[src/rtl/fdiv_ratio_ctrl.sv]
// Ratio control for the 50%-duty clock divider: host ratio updates and sweeps,
// applied to n_out only on divider-period boundaries.
module fdiv_ratio_ctrl #(
    parameter int N_RESET = 2,
    parameter int N_MIN   = 2,
    parameter int DWELL   = 4
) (
    input  logic       clk_in,
    input  logic       rst,
    input  logic       cfg_valid,
    output logic       cfg_ready,
    input  logic [7:0] cfg_n,
    input  logic       cfg_sweep,
    input  logic [7:0] cfg_stop,
    input  logic       cfg_abort,
    output logic [7:0] n_out,
    output logic       period_start,
    output logic       busy,
    output logic       err_clamp
);
    localparam int         DW    = $clog2(DWELL + 1);
    localparam logic [7:0] NMIN8 = 8'(N_MIN);

    typedef enum logic [1:0] {IDLE, PEND, SWEEP} state_t;

    state_t          state_q, state_d;
    logic [7:0]      n_q, n_d;
    logic [7:0]      pcnt_q, pcnt_d;
    logic [7:0]      tgt_q, tgt_d;
    logic [7:0]      stop_q, stop_d;
    logic            sweep_q, sweep_d;
    logic [DW-1:0]   dwell_q, dwell_d;
    logic            err_q, err_d;
    logic            boundary;

    assign boundary     = (pcnt_q == n_q - 8'd1);
    assign period_start = boundary;
    assign cfg_ready    = (state_q == IDLE);
    assign busy         = (state_q != IDLE);
    assign n_out        = n_q;
    assign err_clamp    = err_q;

    always_comb begin
        state_d = state_q;
        n_d     = n_q;
        tgt_d   = tgt_q;
        stop_d  = stop_q;
        sweep_d = sweep_q;
        dwell_d = dwell_q;
        err_d   = err_q;
        // pcnt wraps on the boundary edge, so a new n_out starts from pcnt=0
        pcnt_d  = boundary ? 8'd0 : pcnt_q + 8'd1;

        case (state_q)
            IDLE: begin
                if (cfg_valid) begin
                    tgt_d   = (cfg_n < NMIN8) ? NMIN8 : cfg_n;
                    stop_d  = (cfg_stop < NMIN8) ? NMIN8 : cfg_stop;
                    sweep_d = cfg_sweep;
                    err_d   = (cfg_n < NMIN8) | (cfg_sweep & (cfg_stop < NMIN8));
                    state_d = PEND;
                end
            end
            PEND: begin
                if (cfg_abort) begin
                    state_d = IDLE;
                end else if (boundary) begin
                    n_d     = tgt_q;
                    dwell_d = '0;
                    state_d = (sweep_q && (tgt_q != stop_q)) ? SWEEP : IDLE;
                end
            end
            SWEEP: begin
                if (cfg_abort) begin
                    state_d = IDLE;
                end else if (boundary) begin
                    if (dwell_q == DW'(DWELL - 1)) begin
                        dwell_d = '0;
                        n_d     = (n_q < stop_q) ? n_q + 8'd1 : n_q - 8'd1;
                        if (n_d == stop_q) state_d = IDLE;
                    end else begin
                        dwell_d = dwell_q + 1'b1;
                    end
                end
            end
            default: state_d = IDLE;
        endcase
    end

    always_ff @(posedge clk_in) begin
        if (rst) begin
            state_q <= IDLE;
            n_q     <= 8'(N_RESET);
            pcnt_q  <= 8'd0;
            tgt_q   <= 8'(N_RESET);
            stop_q  <= 8'(N_RESET);
            sweep_q <= 1'b0;
            dwell_q <= '0;
            err_q   <= 1'b0;
        end else begin
            state_q <= state_d;
            n_q     <= n_d;
            pcnt_q  <= pcnt_d;
            tgt_q   <= tgt_d;
            stop_q  <= stop_d;
            sweep_q <= sweep_d;
            dwell_q <= dwell_d;
            err_q   <= err_d;
        end
    end
endmodule

[config.mk]
export PLATFORM = sky130hd
export DESIGN_NAME = fdiv_ratio_ctrl
export DESIGN_NICKNAME = d
export VERILOG_FILES = /design/src/rtl/fdiv_ratio_ctrl.sv
export SDC_FILE = /design/constraint.sdc
export NUM_CORES = 1
export LEC_CHECK = 0
export BUFFER_PORTS_ARGS = -buffer_cell sky130_fd_sc_hd__buf_2
export CORE_ASPECT_RATIO = 1.4
export CORE_UTILIZATION = 51
export DETAILED_ROUTE_END_ITERATION = 16
export GPL_TIMING_DRIVEN = 0
export PLACE_DENSITY = 0.78
export SETUP_SLACK_MARGIN = 0.15
export SYNTH_ARGS = -nofsm -noshare
export SYNTH_HDL_FRONTEND = slang
export SYNTH_SLANG_ARGS = --single-unit
[constraint.sdc]
create_clock -name clk_in -period 4.4 [get_ports clk_in]
set_input_delay 1.32 -clock clk_in [delete_from_list [all_inputs] [get_ports clk_in]]
set_output_delay 1.32 -clock clk_in [all_outputs]
set_load 0.01 [all_outputs]
==> results <==
- Synthesis produced a netlist whose cell count is around 330.
- With fillers left out, the area of the finished cells amounts to 0.002968 mm².
- The horizontal die dimension is between 60 and 70 µm.
- The leakage power of the design is ~1.2 nW.
- The compound-cell area share of the yosys netlist was 0.2068.
- The number of buffers inserted for hold repair after clock tree synthesis is 0.
- The placeable core region is 0.004917 mm².
- The final route contains ~2500 vias.
- The clock input transition at the sequential cells of the worst setup and hold paths is 0.08 ns.
- For this design the total switching power over the nets is around 0.25 mW.
- The category of the most critical setup path is reg -> out.
- In the global route stage, met3 resource usage came out at 0.04058.
- The cell area reported after detailed placement is roughly 0.0029 mm².
- The sum of overflow across all layers after global routing is 0.
- The post-synthesis adder-cell area fraction is 0.05717.
- The hold slack is 0.4699 ns.
- The remaining routing DRC violations is 0.
- The number of antenna violations at the first check in global routing is 0.
- The largest voltage drop on the vdd net is around 0.17 mV.
- The CTS buffer count is 5.
- The H-tree depth is 2.
- The post-route fraction of the period consumed by the critical path is 0.9120.
- The worst hold path was traced through 2 stages.
- The buffer count from post-CTS setup fixing is 0.
- The repair_antennas step left the layout with diodes totalling 0.
- The final number of hold-violating endpoints is 0.
- The synthesis-to-finish area growth is 13.01%.
- The total power divided by cell area is approximately 290 mW/mm².
- The area used by multi-input combinational logic is 0.001704 mm².
- The met1 global-route usage is 0.2859.
- Entering global routing, the biggest net connects 13 pins.
- The register-to-register setup slack is roughly 1.1 ns.
- For the worst-skew pair, the clock arrives at the later sink with an insertion delay of roughly 0.30 ns.
- For this run, the number of Yosys warnings is 0.
- The standard cell with the maximum stage delay on the critical path is sky130_fd_sc_hd__or3b_4.
- The end point of the worst hold path is sweep_q.
- In the layout the commonest cells are sky130_fd_sc_hd__nand2_1 (40), sky130_fd_sc_hd__dfxtp_1 (39), sky130_fd_sc_hd__a21oi_1 (33), sky130_fd_sc_hd__buf_2 (33), sky130_fd_sc_hd__xor2_1 (22).
- In this design, the stage delay of the slowest critical-path cell is about 0.43 ns.
- Setup repair after global routing left no endpoint under its margin.
- The final-report max-slew violation count is 0.
- The number of violations of the max-capacitance limit is 0.
- The layer flagged by global routing as most heavily used is met2.
- On the critical path the largest part of the delay comes from simple AND/OR/NAND/NOR gates.
- The worst hold path begins at sweep_q.
- STA puts the critical path data arrival time at between 2 and 3 ns.
- Synthesis produced a netlist with a net count of 367.
- The area fraction in and, or, nand and nor cells after synthesis is 0.2568.
- The first global-routing pass estimated ~11000 µm of wire.
- Measured in cells, the most critical reg-to-reg path has a length of 10.
- In the routed layout, each cell is associated on average with a via count of slightly below 6.
- The die covers roughly 0.0054 mm².
- The register bit count reported by yosys is 39.
- The number of fillers in the final layout is around 490.
- The reg-to-reg endpoint is n_out[6].
- In this run the cell area of the synthesized design comes to roughly 0.0026 mm².
- The synthesized area per cell is around 8 µm².
- The number of buffer and inverter instances along the worst setup path is 3.
- In the global route stage, overall resource usage came out at 0.2593.
- The initial utilization of the core area, before any placement, comes to 0.5341.
- The share of total power dissipated in the clock network is 0.352.
- The worst pin sits at a relative slew slack of 0.6033.
- For this run, the number of standard cells in the final layout without fillers is 436.
- The tree is rooted in a sky130_fd_sc_hd__clkbuf_8.
- The minimum clock period is around 4.0 ns.
- The count of nets left with antenna violations once routing finished came out at 0.
- For the worst setup path, the data required time is 3.08 ns.
- The cell-internal power is between 0.6 and 0.7 mW.
- The ratio of cells with drive above 1 in the final layout is 0.1452.
- The number of gates resized after CTS is 0.
- The critical path runs through a total of 8 cells.
- The number of synthesized flops with an enable pin is 0.
- Setup violations remaining at the end of the flow were counted as 0.
- The sort of element at the start of the critical path is a flip-flop.
- The die is approximately 87 µm tall.
- The logic gate share of total power is 0.191.
- The count of input and output buffers is 31.
- The library cell used most frequently in the layout, excluding fill and tap cells, is sky130_fd_sc_hd__nand2_1.
- The largest family of logic cells by synthesized area is simple AND/OR/NAND/NOR gates.
- Of the post-synthesis cell area, the part taken by muxes is 0.008099.
- Of the total power, the share spent switching nets is 0.2914.
- The xor and xnor area share after synthesis is 0.1201.
- The met2 usage in global routing is 0.4862.
- The number of global-route vias before repair is around 2300.
- The CTS tree is yes.
- For the final routed database, the setup TNS stands at 0 ns.
- The count of cell types in the netlist is 58.
- Of all nets on the critical path, the largest fanout is 8.
- The initialized floorplan defines 30 standard-cell rows.
- Among the stages of the critical path, the cell type that occurs most often is sky130_fd_sc_hd__inv_1.
- The total area of sequential cells is ~800 µm².
- The maximum achievable frequency is 249.2 MHz.
- The I/O pin count is 33.
- The type of the tightest min-delay check is reg -> reg.
- The run finished with clean final reports.
- The estimated wirelength of the detail-placed design is about 5100 µm.
- The per-cell routed wire length is approximately 15 µm.
- The iteration count of the initial detailed-routing pass is 4.
- Walking the worst path, the cells encountered are inv_1 -> ha_1 -> or3b_4 -> or3_4 -> a211oi_4 -> o211ai_4 -> inv_1 -> buf_2.
- The setup skew after layout is about 0.0090 ns.
- The number of cells in the design after placement is about 430.
- The startpoint of the worst register-to-register path is n_out[0].
- For this run, the register share of the synthesized area comes to 0.2973.
- The global placer's final weighted congestion is 0.9013.
- The proportion of register bits with asynchronous set or reset after synthesis is 0.
- The DRC violation total after the first TritonRoute iteration is between 100 and 150.
- The transition at the pin with the smallest max-transition slack is just under 0.6 ns.
- The power share of the sequential group is 0.457.
- The number of sinks on the clock net is 39.
- In the synthesized netlist the dominant register cell turns out to be sky130_fd_sc_hd__dfxtp_1.
- After the last flow step, the layout net total stands at roughly 400.
- The routed wire length is approximately 6600 µm.
- STA classifies the critical path endpoint as an output port.
- In this run the deepest clock path goes through 2 buffers.
-- worst register-to-register path, stage by stage (launching register included) --
cell	delay, ns
sky130_fd_sc_hd__dfxtp_1	0.39
sky130_fd_sc_hd__inv_1	0.19
sky130_fd_sc_hd__ha_1	0.29
sky130_fd_sc_hd__or3b_4	0.43
sky130_fd_sc_hd__or3_4	0.41
sky130_fd_sc_hd__a211oi_4	0.31
sky130_fd_sc_hd__o211ai_4	0.17
sky130_fd_sc_hd__nor3_2	0.34
sky130_fd_sc_hd__buf_2	0.29
sky130_fd_sc_hd__nor2_1	0.06
sky130_fd_sc_hd__a311oi_1	0.30
-- synth_stat cells (5+ instances only) --
cell type,count,area [µm²]
sky130_fd_sc_hd__nand2_1,40,150.1
sky130_fd_sc_hd__dfxtp_1,39,780.8
sky130_fd_sc_hd__a21oi_1,33,165.2
sky130_fd_sc_hd__xor2_1,22,192.7
sky130_fd_sc_hd__nor2_1,21,78.83
sky130_fd_sc_hd__inv_1,15,56.30
sky130_fd_sc_hd__nand3_1,14,70.07
sky130_fd_sc_hd__xnor2_1,14,122.6
sky130_fd_sc_hd__clkbuf_1,13,48.80
sky130_fd_sc_hd__ha_1,12,150.1
sky130_fd_sc_hd__o21ai_0,11,55.05
sky130_fd_sc_hd__nor3_1,8,40.04
sky130_fd_sc_hd__a211oi_1,6,45.04
sky130_fd_sc_hd__and2_1,6,37.54
sky130_fd_sc_hd__nand2b_1,5,31.28
sky130_fd_sc_hd__nor2b_1,5,31.28
sky130_fd_sc_hd__nor4_1,5,31.28
-- sequential cells by signal, indices dropped and copies added (netlist names) --
register and flops:
pcnt_q 8, tgt_q 8, err_clamp 1, sweep_q 1
dwell_q 3, state_q 2, stop_q 8, n_out 8
-- power by group through the flow --
stage          registers [mW]  clock network, mW  logic, mW
3_3_place_gp            0.396                  0      0.158
4_1_cts                 0.388              0.302      0.162
2_1_floorplan           0.392                  0      0.116
3_5_place_dp            0.396                  0      0.161
6_report                0.388              0.298      0.163
5_1_grt                 0.390              0.322      0.180
-- layer usage --
layer,routed length [µm],share of wire
met1,2611,0.40
met2,3430,0.52
met3,275,0.042
met4,240,0.037
met5,0,0
-- stage by stage --
step	setup slack [ns]	total power, mW	utilization
after floorplan	1.005	0.5083	-
after global placement	0.7340	0.5535	0.5819
after detailed placement	0.7042	0.5570	0.5819
after CTS	0.3805	0.8519	0.6036
after global routing	0.2513	0.8917	0.6036
final	0.3873	0.8487	0.6036
-- logic make-up after synthesis --
family,count (synthesis)
AO/OA/AOI/OAI,81
XOR/XNOR,36
adder cells (fa/ha/maj),12
AND/OR/NAND/NOR,131
multiplexers,2
buffers and inverters,33
flip-flops,39
-- worst max-delay path by stage --
stage             start            to  slack, ns
2_1_floorplan  n_out[0]  period_start       1.01
3_3_place_gp   n_out[0]  period_start       0.73
3_5_place_dp   n_out[0]  period_start       0.70
4_1_cts        n_out[0]  period_start       0.38
5_1_grt        n_out[0]  period_start       0.25
6_report       n_out[0]  period_start       0.39
-- layout make-up --
class	instances	area share
Tap cell	64	0.02698
Multi-Input combinational cell	262	0.5742
Clock inverter	2	0.01265
Timing Repair Buffer	31	0.05228
Sequential cell	39	0.2631
Clock buffer	5	0.02319
Inverter	15	0.01897
Buffer	18	0.02867
Note: power is estimated with default switching activity, not from simulation.
